<file path="src/rtl/instruction_memory_sync_pkg.sv">
// Shared defaults, NOP encoding and load/run state encoding for the
// synchronous instruction memory.
package instruction_memory_sync_pkg;

  localparam int IMEM_DATA_W = 16;
  localparam int IMEM_ADDR_W = 9;
  localparam int IMEM_DEPTH  = 256;
  localparam logic [15:0] IMEM_NOP = 16'h0000;

  typedef enum logic {
    ST_LOAD = 1'b0,
    ST_RUN  = 1'b1
  } imem_state_t;

  // Unsigned compare at 32 bits so DEPTH == 2**ADDR_W never reports a fault.
  function automatic logic addr_in_range(input logic [31:0] addr, input int depth);
    return (addr < 32'(depth));
  endfunction

endpackage

</file>
<file path="src/rtl/instruction_memory_sync_imem_array.sv">
// Simple dual-port synchronous RAM: one registered write port and one
// registered read port with read enable. No control logic lives here.
module imem_array #(
  parameter int DATA_W = 16,
  parameter int ADDR_W = 9,
  parameter int DEPTH  = 256
) (
  input  logic              clk,
  input  logic              wr_en,
  input  logic [ADDR_W-1:0] wr_addr,
  input  logic [DATA_W-1:0] wr_data,
  input  logic              rd_en,
  input  logic [ADDR_W-1:0] rd_addr,
  output logic [DATA_W-1:0] rd_data
);

  localparam int IDX_W = (DEPTH > 1) ? $clog2(DEPTH) : 1;

  logic [DATA_W-1:0] mem_r [DEPTH];
  logic [DATA_W-1:0] rd_data_r;

  // Write port; the caller guarantees wr_addr < DEPTH whenever wr_en is high.
  always_ff @(posedge clk) begin
    if (wr_en) begin
      mem_r[IDX_W'(wr_addr)] <= wr_data;
    end
  end

  // Read port; data holds its value while rd_en is low.
  always_ff @(posedge clk) begin
    if (rd_en) begin
      rd_data_r <= mem_r[IDX_W'(rd_addr)];
    end
  end

  assign rd_data = rd_data_r;

endmodule

</file>
<file path="src/rtl/instruction_memory_sync.sv">
// Boot-loadable instruction store: LOAD/RUN control, range checking and a
// stall-aware registered fetch output around imem_array.
module instruction_memory_sync
  import instruction_memory_sync_pkg::*;
#(
  parameter int                DATA_W   = IMEM_DATA_W,
  parameter int                ADDR_W   = IMEM_ADDR_W,
  parameter int                DEPTH    = IMEM_DEPTH,
  parameter logic [DATA_W-1:0] NOP_INST = DATA_W'(IMEM_NOP)
) (
  input  logic              clk,
  input  logic              rst_n,
  input  logic              load_en,
  input  logic [ADDR_W-1:0] load_addr,
  input  logic [DATA_W-1:0] load_data,
  input  logic              load_done,
  input  logic              fetch_req,
  input  logic [ADDR_W-1:0] fetch_addr,
  input  logic              hold,
  output logic              fetch_ready,
  output logic [DATA_W-1:0] inst,
  output logic              inst_valid,
  output logic              addr_fault,
  output logic              loaded,
  output logic              load_err
);

  imem_state_t       state_r;
  logic              load_err_r;
  logic              inst_valid_r;
  logic              addr_fault_r;
  logic              nop_sel_r;
  logic              fetch_ready_s;
  logic              load_in_range_s;
  logic              fetch_in_range_s;
  logic              wr_en_s;
  logic              rd_en_s;
  logic [DATA_W-1:0] rd_data_s;
  logic [DATA_W-1:0] inst_s;

  assign load_in_range_s  = addr_in_range(32'(load_addr), DEPTH);
  assign fetch_in_range_s = addr_in_range(32'(fetch_addr), DEPTH);

  // Fetches are only taken in RUN and never while IF is stalled.
  always_comb begin
    fetch_ready_s = 1'b0;
    case (state_r)
      ST_LOAD: fetch_ready_s = 1'b0;
      ST_RUN:  fetch_ready_s = !hold;
      default: fetch_ready_s = 1'b0;
    endcase
  end

  assign wr_en_s = rst_n && (state_r == ST_LOAD) && load_en && load_in_range_s;
  assign rd_en_s = rst_n && fetch_ready_s && fetch_req && fetch_in_range_s;

  imem_array #(
    .DATA_W (DATA_W),
    .ADDR_W (ADDR_W),
    .DEPTH  (DEPTH)
  ) u_array (
    .clk     (clk),
    .wr_en   (wr_en_s),
    .wr_addr (load_addr),
    .wr_data (load_data),
    .rd_en   (rd_en_s),
    .rd_addr (fetch_addr),
    .rd_data (rd_data_s)
  );

  // Control FSM plus the registered valid/fault/NOP-select flags of the fetch output.
  always_ff @(posedge clk) begin
    if (!rst_n) begin
      state_r      <= ST_LOAD;
      load_err_r   <= 1'b0;
      inst_valid_r <= 1'b0;
      addr_fault_r <= 1'b0;
      nop_sel_r    <= 1'b1;
    end else begin
      case (state_r)
        ST_LOAD: begin
          if (load_en && !load_in_range_s) begin
            load_err_r <= 1'b1;
          end
          if (load_done) begin
            state_r <= ST_RUN;
          end
        end
        ST_RUN: begin
          if (!hold) begin
            if (fetch_req) begin
              inst_valid_r <= 1'b1;
              addr_fault_r <= !fetch_in_range_s;
              nop_sel_r    <= !fetch_in_range_s;
            end else begin
              inst_valid_r <= 1'b0;
              addr_fault_r <= 1'b0;
            end
          end
        end
        default: state_r <= ST_LOAD;
      endcase
    end
  end

  // The RAM read register is the instruction register; faults and reset select NOP.
  always_comb begin
    inst_s = NOP_INST;
    if (nop_sel_r) begin
      inst_s = NOP_INST;
    end else begin
      inst_s = rd_data_s;
    end
  end

  assign fetch_ready = fetch_ready_s;
  assign inst        = inst_s;
  assign inst_valid  = inst_valid_r;
  assign addr_fault  = addr_fault_r;
  assign loaded      = (state_r == ST_RUN);
  assign load_err    = load_err_r;

endmodule
</file>
<file path="config.mk">
export PLATFORM = sky130hd
export DESIGN_NAME = instruction_memory_sync
export DESIGN_NICKNAME = d
export VERILOG_FILES = /design/src/rtl/instruction_memory_sync_pkg.sv /design/src/rtl/instruction_memory_sync_imem_array.sv /design/src/rtl/instruction_memory_sync.sv
export SDC_FILE = /design/constraint.sdc
export NUM_CORES = 2
export LEC_CHECK = 0
export CAP_MARGIN = 40
export CORE_MARGIN = 2
export CORE_UTILIZATION = 53
export CTS_BUF_LIST = sky130_fd_sc_hd__clkbuf_4 sky130_fd_sc_hd__clkbuf_8 sky130_fd_sc_hd__clkbuf_16
export DETAILED_ROUTE_END_ITERATION = 10
export GPL_TIMING_DRIVEN = 0
export PLACE_DENSITY = 0.7
export SKIP_LAST_GASP = 1
export SYNTH_ARGS = -nofsm -noshare
export SYNTH_HDL_FRONTEND = slang
export SYNTH_HIERARCHICAL = 1
export SYNTH_SLANG_ARGS = --single-unit
</file>
<file path="constraint.sdc">
create_clock -name clk -period 3.4 [get_ports clk]
set_input_delay 0.51 -clock clk [delete_from_list [all_inputs] [get_ports clk]]
set_output_delay 0.51 -clock clk [all_outputs]
set_load 0.02 [all_outputs]
</file>
==> impl_metrics.ini <==
[finish]
post-route-util = 0.6216
final_common_cell = edfxtp_1
final_area_sq_um = 186000
syn2layout_area_growth_pct = 16.85
fin_nets = 8320
final_cell_count_no_fill = 12580
layout_common_cells = edfxtp_1, mux4_2, mux2i_1
nFillCells = 19820
drive_gt1_frac = 0.3048

[critical_path]
startpoint_type = input port
end_kind = flop
worst-endpoint-arrival_ps = 4480
worstSetupPathType = in2reg
worstPathMaxFanout = 10
rr_worst_depth = 7
required_ps = 4170

[sta]
hold_violations = 0
setup_ws_ps = -314.1
min_period_ps = 3714
drv_slew = 0
slew_headroom = 0.2184
timing.hold.ws_ps = 30.53
rsz0062_at_grt = true
clock_skew_ps = 53.14
worstMarginPinSlew_ps = 1172
min_period_over_period = 1.092
max_freq_mhz = 269.2
setup_viol = 54

[worst_hold_path]
hp-class = in2reg
worstHoldPathCells = 1

[grt]
grt_pass1_vias = 83240
antenna_found_initial = 35
grt-ovfl-total = 0
grt_max_degree = 151
track_usage = 0.3167
grt_pass1_wl_um = 665500

[clocking]
clock_latency_ps = 930
clk_pin_slew_ps = 60
cts_root_buffer = clkbuf_16
clock_path_buffers = 4
cts.sink_count = 4117
tritoncts = done
cts_buffers = 398
htreeDepth = 5

[yosys]
ys_types = 59
synth_cells = 7397
synth_enable_flop_cells = 4112
ys_ff_latch = 4117
ys_seq_area_frac = 0.7763
synth_nets = 7437
synth_area_sq_um = 159200
yosys_warnings = 6
synth_area_per_cell_sq_um = 21.52
async_flop_share = 0
synth_flop_cell = edfxtp_1

[die]
pin_count = 61
die_area_sq_um = 304800
start_util = 0.5319
die_h_um = 552.1
fp.dieW_um = 552.1
rows = 201
core_area_sq_um = 299300

[drt]
viasPerCell = 6.891
ant_nets = 0
drc = 0
vias = 86690
wl_um = 489400
avgRoutedWirePerCell_um = 38.90
drtPass1Iterations = 9
drt-initial-drc-count = 15500

[status]
violations = setup timing
status = finished, violations left

[job]
drv_cap = 0

[placement]
placed_cells_incl_taps = 11820
numPortBuffers = 51
hpwl_um = 334400
place_worst_setup_slack_ps = -2032
dpl-instance-area_sq_um = 171500
gp_congestion = 1.060

[power_and_ir_drop]
leakage_nw = 59.33
vdd_drop_max_mv = 0.4616
p_per_area_nw_per_um2 = 577.1
[routing by layer]
layer	vias up	share of wire	routed length, um	GRT usage
met5	-	0.00033	161	0
met4	10	0.059	29050	0.1572
met3	1216	0.16	76850	0.1124
met2	6901	0.44	213200	0.4556
met1	45310	0.35	170100	0.4315
li1	33260	-	-	-
[cells in the mapped netlist (11+ instances only)]
library cell | n | area [sq um]
edfxtp_1 | 4112 | 123500
mux2i_1 | 565 | 5655
buf_6 | 78 | 878.3
buf_2 | 76 | 380.4
a22o_1 | 32 | 280.3
and3_1 | 11 | 68.82
clkbuf_1 | 230 | 863.3
nand3_1 | 36 | 180.2
a22oi_1 | 43 | 322.8
a221oi_1 | 28 | 245.2
nand4_1 | 26 | 162.7
buf_4 | 26 | 195.2
nand2_1 | 41 | 153.9
buf_1 | 27 | 101.4
mux2_2 | 88 | 991.0
nor2b_1 | 25 | 156.4
nor4_1 | 17 | 106.4
a211oi_1 | 18 | 135.1
o22ai_1 | 148 | 925.9
o221ai_1 | 252 | 2207
nor2_1 | 304 | 1141
mux4_2 | 797 | 17950
buf_8 | 11 | 165.2
o31ai_1 | 16 | 120.1
a21oi_1 | 175 | 875.8
nor3_1 | 92 | 460.4
o32ai_1 | 20 | 175.2
o21ai_0 | 37 | 185.2
[report_power, final]
group	leakage (nW)	internal, mW	switching [mW]
combinational	15.8	2.03	4.31
clock	6.59	26.2	18.9
sequential	37.0	55.8	0.00690
total	59.3	84.1	23.3
[metrics by stage]
step / power (mW) / TNS (ps)
after detailed placement: 62.84 / -3061960
after global routing: 109.5 / -135.6
after CTS: 107.3 / -814.1
after global placement: 63.07 / -
final: 107.3 / -2884
after floorplan: 59.65 / 0
[final timing paths]
path	from	endpoint	slack, ps
worst max-delay path	fetch_addr[1]	u_array/rd_data[0]$_DFFE_PP_	-310
worst min register to register	load_err$_SDFFE_PN0P_	load_err$_SDFFE_PN0P_	470
worst max register to register	loaded$_SDFF_PN0_	u_array/mem_r[232][11]$_DFFE_PP_	-30
worst min-delay path	load_data[3]	u_array/mem_r[21][3]$_DFFE_PP_	30
[state kept, by name, indices dropped and copies added (netlist names)]
register	cells
u_array/mem_r	4096
u_array/rd_data	16
addr_fault	1
inst_valid	1
load_err	1
loaded	1
nop_sel_r	1
[critical path, cell delays in order]
cell and delay [ps]:
buf_4 260, buf_4 380, buf_4 430, buf_4 390
clkbuf_2 420, mux4_2 320, o22ai_1 110, nor3_1 700
nor3_2 240, nor4_2 370, buf_2 280
[logic make-up after synthesis]
group | count (synthesis) | share of synthesized area
compound gates | 790 | 0.03548
buf+inv | 458 | 0.01698
flops | 4117 | 0.7763
mux | 1450 | 0.1545
simple gates | 582 | 0.01678
[what timing repair did]
action                                  CTS  global route
endpoints found under the hold margin    71             0
gates cloned                              0             0
setup buffers                             8             3
gates resized for setup                 181            84
setup endpoints to repair              2509            36
hold buffers                              6             0
pin swaps                                 1             0
[layout make-up]
class                      count  area (sq um)  area share
multi-input combinational   2822         34390      0.1849
timing repair buffer         487          6829     0.03671
inverter                       5         21.27   0.0001143
sequential                  4117        123600      0.6643
buffer                       449          2860     0.01538
clock inverter               257          2749     0.01478
antenna                       14         35.03   0.0001883
tap                         3958          4952     0.02662
clock buffer                 472         10600     0.05701
(Power assumes the default switching activity.)
